**src/rtl/uart_byte_rx.sv**
```systemverilog
// 8N1 UART byte receiver: 2-flop synchronizer, 3-sample majority vote at mid-bit,
// false-start filtering and framing-error discard. Strobes are single-cycle.
module uart_byte_rx #(
  parameter int CLKS_PER_BIT = 434
) (
  input  logic       clk,
  input  logic       rst_n,
  input  logic       i_rxd,
  output logic [7:0] o_rx_data,
  output logic       o_data_valid,
  output logic       o_frame_err,
  output logic       o_busy
);

  localparam int H  = CLKS_PER_BIT / 2;
  localparam int CW = $clog2(CLKS_PER_BIT);

  typedef enum logic [2:0] {IDLE, START, DATA, STOP, WAIT_IDLE} state_t;

  state_t          r_state, w_state_nxt;
  logic            r_sync1, r_sync2;
  logic [CW-1:0]   r_cnt;
  logic [2:0]      r_bidx;
  logic [7:0]      r_shift;
  logic            r_s0, r_s1;
  logic [7:0]      r_rx_data;
  logic            r_dv, r_fe;

  logic w_rxd_s, w_vote, w_mid, w_bit_end;
  logic w_cnt_clr, w_shift_en, w_good, w_bad, w_bidx_inc, w_bidx_clr;

  assign w_rxd_s   = r_sync2;
  assign w_mid     = (r_cnt == CW'(H + 1));
  assign w_bit_end = (r_cnt == CW'(CLKS_PER_BIT - 1));
  // Third sample is taken live at cnt = H+1, so the vote is usable that cycle.
  assign w_vote    = (r_s0 & r_s1) | (r_s0 & w_rxd_s) | (r_s1 & w_rxd_s);

  always_ff @(posedge clk) begin
    if (!rst_n) begin
      r_sync1 <= 1'b1;
      r_sync2 <= 1'b1;
    end else begin
      r_sync1 <= i_rxd;
      r_sync2 <= r_sync1;
    end
  end

  always_comb begin
    w_state_nxt = r_state;
    w_cnt_clr   = 1'b0;
    w_shift_en  = 1'b0;
    w_good      = 1'b0;
    w_bad       = 1'b0;
    w_bidx_inc  = 1'b0;
    w_bidx_clr  = 1'b0;
    case (r_state)
      IDLE: begin
        w_cnt_clr = 1'b1;
        if (!w_rxd_s) w_state_nxt = START;
      end
      START: begin
        if (w_mid && w_vote) begin
          w_state_nxt = IDLE;
          w_cnt_clr   = 1'b1;
        end else if (w_bit_end) begin
          w_state_nxt = DATA;
          w_cnt_clr   = 1'b1;
          w_bidx_clr  = 1'b1;
        end
      end
      DATA: begin
        if (w_mid) w_shift_en = 1'b1;
        if (w_bit_end) begin
          w_cnt_clr  = 1'b1;
          w_bidx_inc = 1'b1;
          if (r_bidx == 3'd7) w_state_nxt = STOP;
        end
      end
      STOP: begin
        // Decide at mid-bit so a back-to-back start edge is seen without skew.
        if (w_mid) begin
          w_cnt_clr = 1'b1;
          if (w_vote) begin
            w_good      = 1'b1;
            w_state_nxt = IDLE;
          end else begin
            w_bad       = 1'b1;
            w_state_nxt = WAIT_IDLE;
          end
        end
      end
      WAIT_IDLE: begin
        w_cnt_clr = 1'b1;
        if (w_rxd_s) w_state_nxt = IDLE;
      end
      default: begin
        w_state_nxt = IDLE;
        w_cnt_clr   = 1'b1;
      end
    endcase
  end

  always_ff @(posedge clk) begin
    if (!rst_n) begin
      r_state   <= IDLE;
      r_cnt     <= '0;
      r_bidx    <= '0;
      r_shift   <= '0;
      r_s0      <= 1'b1;
      r_s1      <= 1'b1;
      r_rx_data <= '0;
      r_dv      <= 1'b0;
      r_fe      <= 1'b0;
    end else begin
      r_state <= w_state_nxt;
      r_cnt   <= w_cnt_clr ? '0 : r_cnt + CW'(1);
      if (w_bidx_clr)      r_bidx <= '0;
      else if (w_bidx_inc) r_bidx <= r_bidx + 3'd1;
      if (r_cnt == CW'(H - 1)) r_s0 <= w_rxd_s;
      if (r_cnt == CW'(H))     r_s1 <= w_rxd_s;
      if (w_shift_en) r_shift <= {w_vote, r_shift[7:1]};
      if (w_good)     r_rx_data <= r_shift;
      r_dv <= w_good;
      r_fe <= w_bad;
    end
  end

  assign o_rx_data    = r_rx_data;
  assign o_data_valid = r_dv;
  assign o_frame_err  = r_fe;
  assign o_busy       = (r_state != IDLE);

endmodule

```
**config.mk**
```make
export PLATFORM = sky130hd
export DESIGN_NAME = uart_byte_rx
export DESIGN_NICKNAME = d
export VERILOG_FILES = /design/src/rtl/uart_byte_rx.sv
export SDC_FILE = /design/constraint.sdc
export NUM_CORES = 1
export LEC_CHECK = 0
export CAP_MARGIN = 40
export CORE_MARGIN = 1.5
export CORE_UTILIZATION = 29
export DETAILED_ROUTE_END_ITERATION = 12
export GPL_TIMING_DRIVEN = 0
export PLACE_DENSITY = 0.51
export SYNTH_ARGS = -nofsm -noshare
export SYNTH_HDL_FRONTEND = slang
export SYNTH_SLANG_ARGS = --single-unit
```
**constraint.sdc**
```tcl
create_clock -name clk -period 2 [get_ports clk]
set_input_delay 0.6 -clock clk [delete_from_list [all_inputs] [get_ports clk]]
set_output_delay 0.6 -clock clk [all_outputs]
set_load 0.01 [all_outputs]
```
==> out/metrics.cfg <==
[global_routing]
grtUsageTotal = 0.108
grt_overflow_total = 0
antenna_found_initial = 0
grt_pass1_wl_mm = 5.10
grt_pass1_vias = 1125
grt_max_degree = 13

[route]
routedWlPerCell_um = 11.1
num_vias = 1198
wl_met1_mm = 1.43
first_pass_iters = 4
drt-total-wl_mm = 2.90
dr_wl_met3_um = 96
drt_iter0_markers = 13
drc = 0
ant_nets = 0
detail_route.vias_per_cell = 4.61
top_layer = met4
wl_met2_mm = 1.27

[clocking]
cts_tree = yes
insertion_delay_ns = 0.29
clk_pin_slew_ns = 0.07
cts-hold-fix-buffers = 0
postCtsSetupBuffers = 0
cts_buffers = 5
clockBufferDepth = 2
cts.htree.levels = 2
root_buffer = clkbuf_8
cts_sinks = 37

[yosys]
yosysSeqAreaShare = 0.453
synth_edf_count = 0
synthDistinctLibCells = 36
yosys_warnings = 0
synth_flop_cell = dfxtp_1
ys_ff_latch = 37
synth.most_common_cell = dfxtp_1
synth.avg_cell_area_um2 = 9.61
synthCells = 170
netlist_area_um2 = 1630
synth_fp_nets = 179
synth_area_leaders = dfxtp_1 45%, mux2i_1 11%, nor2_1 6.0%
yosys.area.top_type_share = 0.453
async_flop_share = 0
yosysTopAreaCell = dfxtp_1
synth.top_cells.by_count = 37 x dfxtp_1, 26 x nor2_1, 18 x mux2i_1

[sta]
holdWs_ns = 0.410
fin_crit_sh = 0.943
worst_pin_slew_ns = 0.510
layout_min_cycle_time_ns = 1.89
fmax_ghz = 0.530
finalHoldViolCount = 0
rsz0062_at_grt = true
finClkSkew_ns = 0.00474
max_slew_margin = 0.655
finalSetupViolations = 0
setup_tns_ns = 0
drv_slew = 0

[critical_path]
ff2ff_setup_slack_ns = 0.11
cp_max_fo = 8
critical_path_required_ns = 2.18
r2r_start = r_cnt[5]$_SDFF_PP0_
r2r_cells = 6
rr_endpoint = o_rx_data[7]$_SDFFE_PN0P_
arrival_ns = 2.07
crit_type = reg -> reg
cp-end-kind = register
crit_path_start_kind = register

[layout]
num-fill-cells = 587
layout.area.seq_um2 = 746
fin_util = 0.355
final_layout_size_suffix_gt1_frac = 0.117
final_nets = 196
multi_input_area_um2 = 870
area_delta_synth_final_pct = 19.0
antenna_cells = 0

[worst_hold_path]
min_path_cells = 1
hold_class = reg -> reg
hp-start = r_sync1$_SDFF_PN1_
min_to = r_sync2$_SDFF_PN1_

[die]
dieHeight_um = 78.1
start_util = 0.299
dieArea_um2 = 6090
io_pins = 14
die_x_um = 78.1
core_area_um2 = 5470
rows = 27

[pwr]
power_mw = 1.28
p_leak_nw = 0.769
peakVddDrop_v = 0.000303
power_per_cell_area_nw_per_um2 = 658

[place]
dp_hpwl_mm = 2.11
portBuffers = 12
gp_congestion = 0.767

[flow_run]
cap_violations = 0

[status]
status = completed

-- what timing repair did --
item	4_1_cts	5_1_grt
resized for setup	6	6
gates cloned	0	0
endpoints found under the hold margin	0	0
endpoints found under the setup margin	21	29
pin swaps	0	1
-- per-layer routing --
metal | vias up | track usage
met1 | 555 | 0.136
met2 | 17 | 0.163
met4 | 0 | 0.0714
met5 | - | 0
li1 | 619 | -
met3 | 7 | 0.0291
-- placed cells by master (no fill, tap or decap), types with 4 or more instances in the layout --
master            n
clkdlybuf4s50_1  11
dfxtp_2           4
mux2i_1          18
nor2b_1          10
a21oi_1           4
xor2_1            6
dfxtp_1          33
clkbuf_8          5
nor2_1           26
nand3_1           9
ha_1              5
nand2_1           9
inv_1             4
-- how the worst max path moves through the flow --
stage | depth (start not counted) | slack [ns] | to | from
final | 6 | 0.11 | o_rx_data[7]$_SDFFE_PN0P_ | r_cnt[5]$_SDFF_PP0_
after global routing | 6 | -0.08 | o_rx_data[7]$_SDFFE_PN0P_ | r_cnt[5]$_SDFF_PP0_
after CTS | 7 | 0.01 | r_bidx[2]$_SDFFE_PP0P_ | r_cnt[1]$_SDFF_PP0_
after detailed placement | 6 | -0.11 | r_bidx[2]$_SDFFE_PP0P_ | r_cnt[0]$_SDFF_PP0_
after global placement | 6 | -0.09 | r_bidx[2]$_SDFFE_PP0P_ | r_cnt[0]$_SDFF_PP0_
after floorplan | 6 | 0.19 | r_bidx[1]$_SDFFE_PP0P_ | r_cnt[0]$_SDFF_PP0_
-- flip-flops by register name, indices dropped and copies added (netlist names) --
register and count:
o_data_valid 1, o_frame_err 1, o_rx_data 8, r_bidx 3, r_cnt 9, r_s0 1
r_s1 1, r_shift 8, r_state 3, r_sync1 1, r_sync2 1
-- per-stage QoR --
stage / cell area [µm²] / instances / setup slack (ns)
2_1_floorplan: 1630 / 170 / 0.185
3_3_place_gp: 1840 / 254 / -0.0900
3_5_place_dp: 1840 / 254 / -0.107
4_1_cts: 1940 / 261 / 0.0145
5_1_grt: 1940 / 260 / -0.0766
6_report: 1940 / 260 / 0.114
-- worst max-delay path: stages, from the launching register on --
cell and delay, ns:
dfxtp_1 0.36, and4bb_4 0.36, and2_1 0.13, clkbuf_1 0.21, nand4_2 0.39, mux2i_1 0.27
nor2b_1 0.06
-- kinds of logic (layout without fill, tap and decap cells) --
family	after synthesis	after routing	share of synthesized area
compound gates	11	11	0.0482
xor+xnor	8	8	0.0429
fa+ha+maj	7	7	0.0528
buf+inv	11	29	0.0253
flops	37	37	0.453
mux	18	18	0.110
simple gates	78	78	0.267
-- power breakdown --
part / switching (mW) / internal [mW] / leakage (nW)
sequential: 0.00576 / 0.740 / 0.301
combinational: 0.0184 / 0.0146 / 0.424
clock: 0.260 / 0.240 / 0.0439
total: 0.284 / 0.995 / 0.769
-- layout make-up --
| class | instances | share of cell area |
|---|---|---|
| Clock buffer | 5 | 0.0354 |
| Tap cell | 72 | 0.0463 |
| Timing Repair Buffer | 12 | 0.0592 |
| Clock inverter | 3 | 0.00901 |
| Inverter | 5 | 0.00965 |
| Multi-Input combinational cell | 122 | 0.447 |
| Sequential cell | 37 | 0.384 |
| Buffer | 4 | 0.00965 |
(Power assumes the default switching activity.)
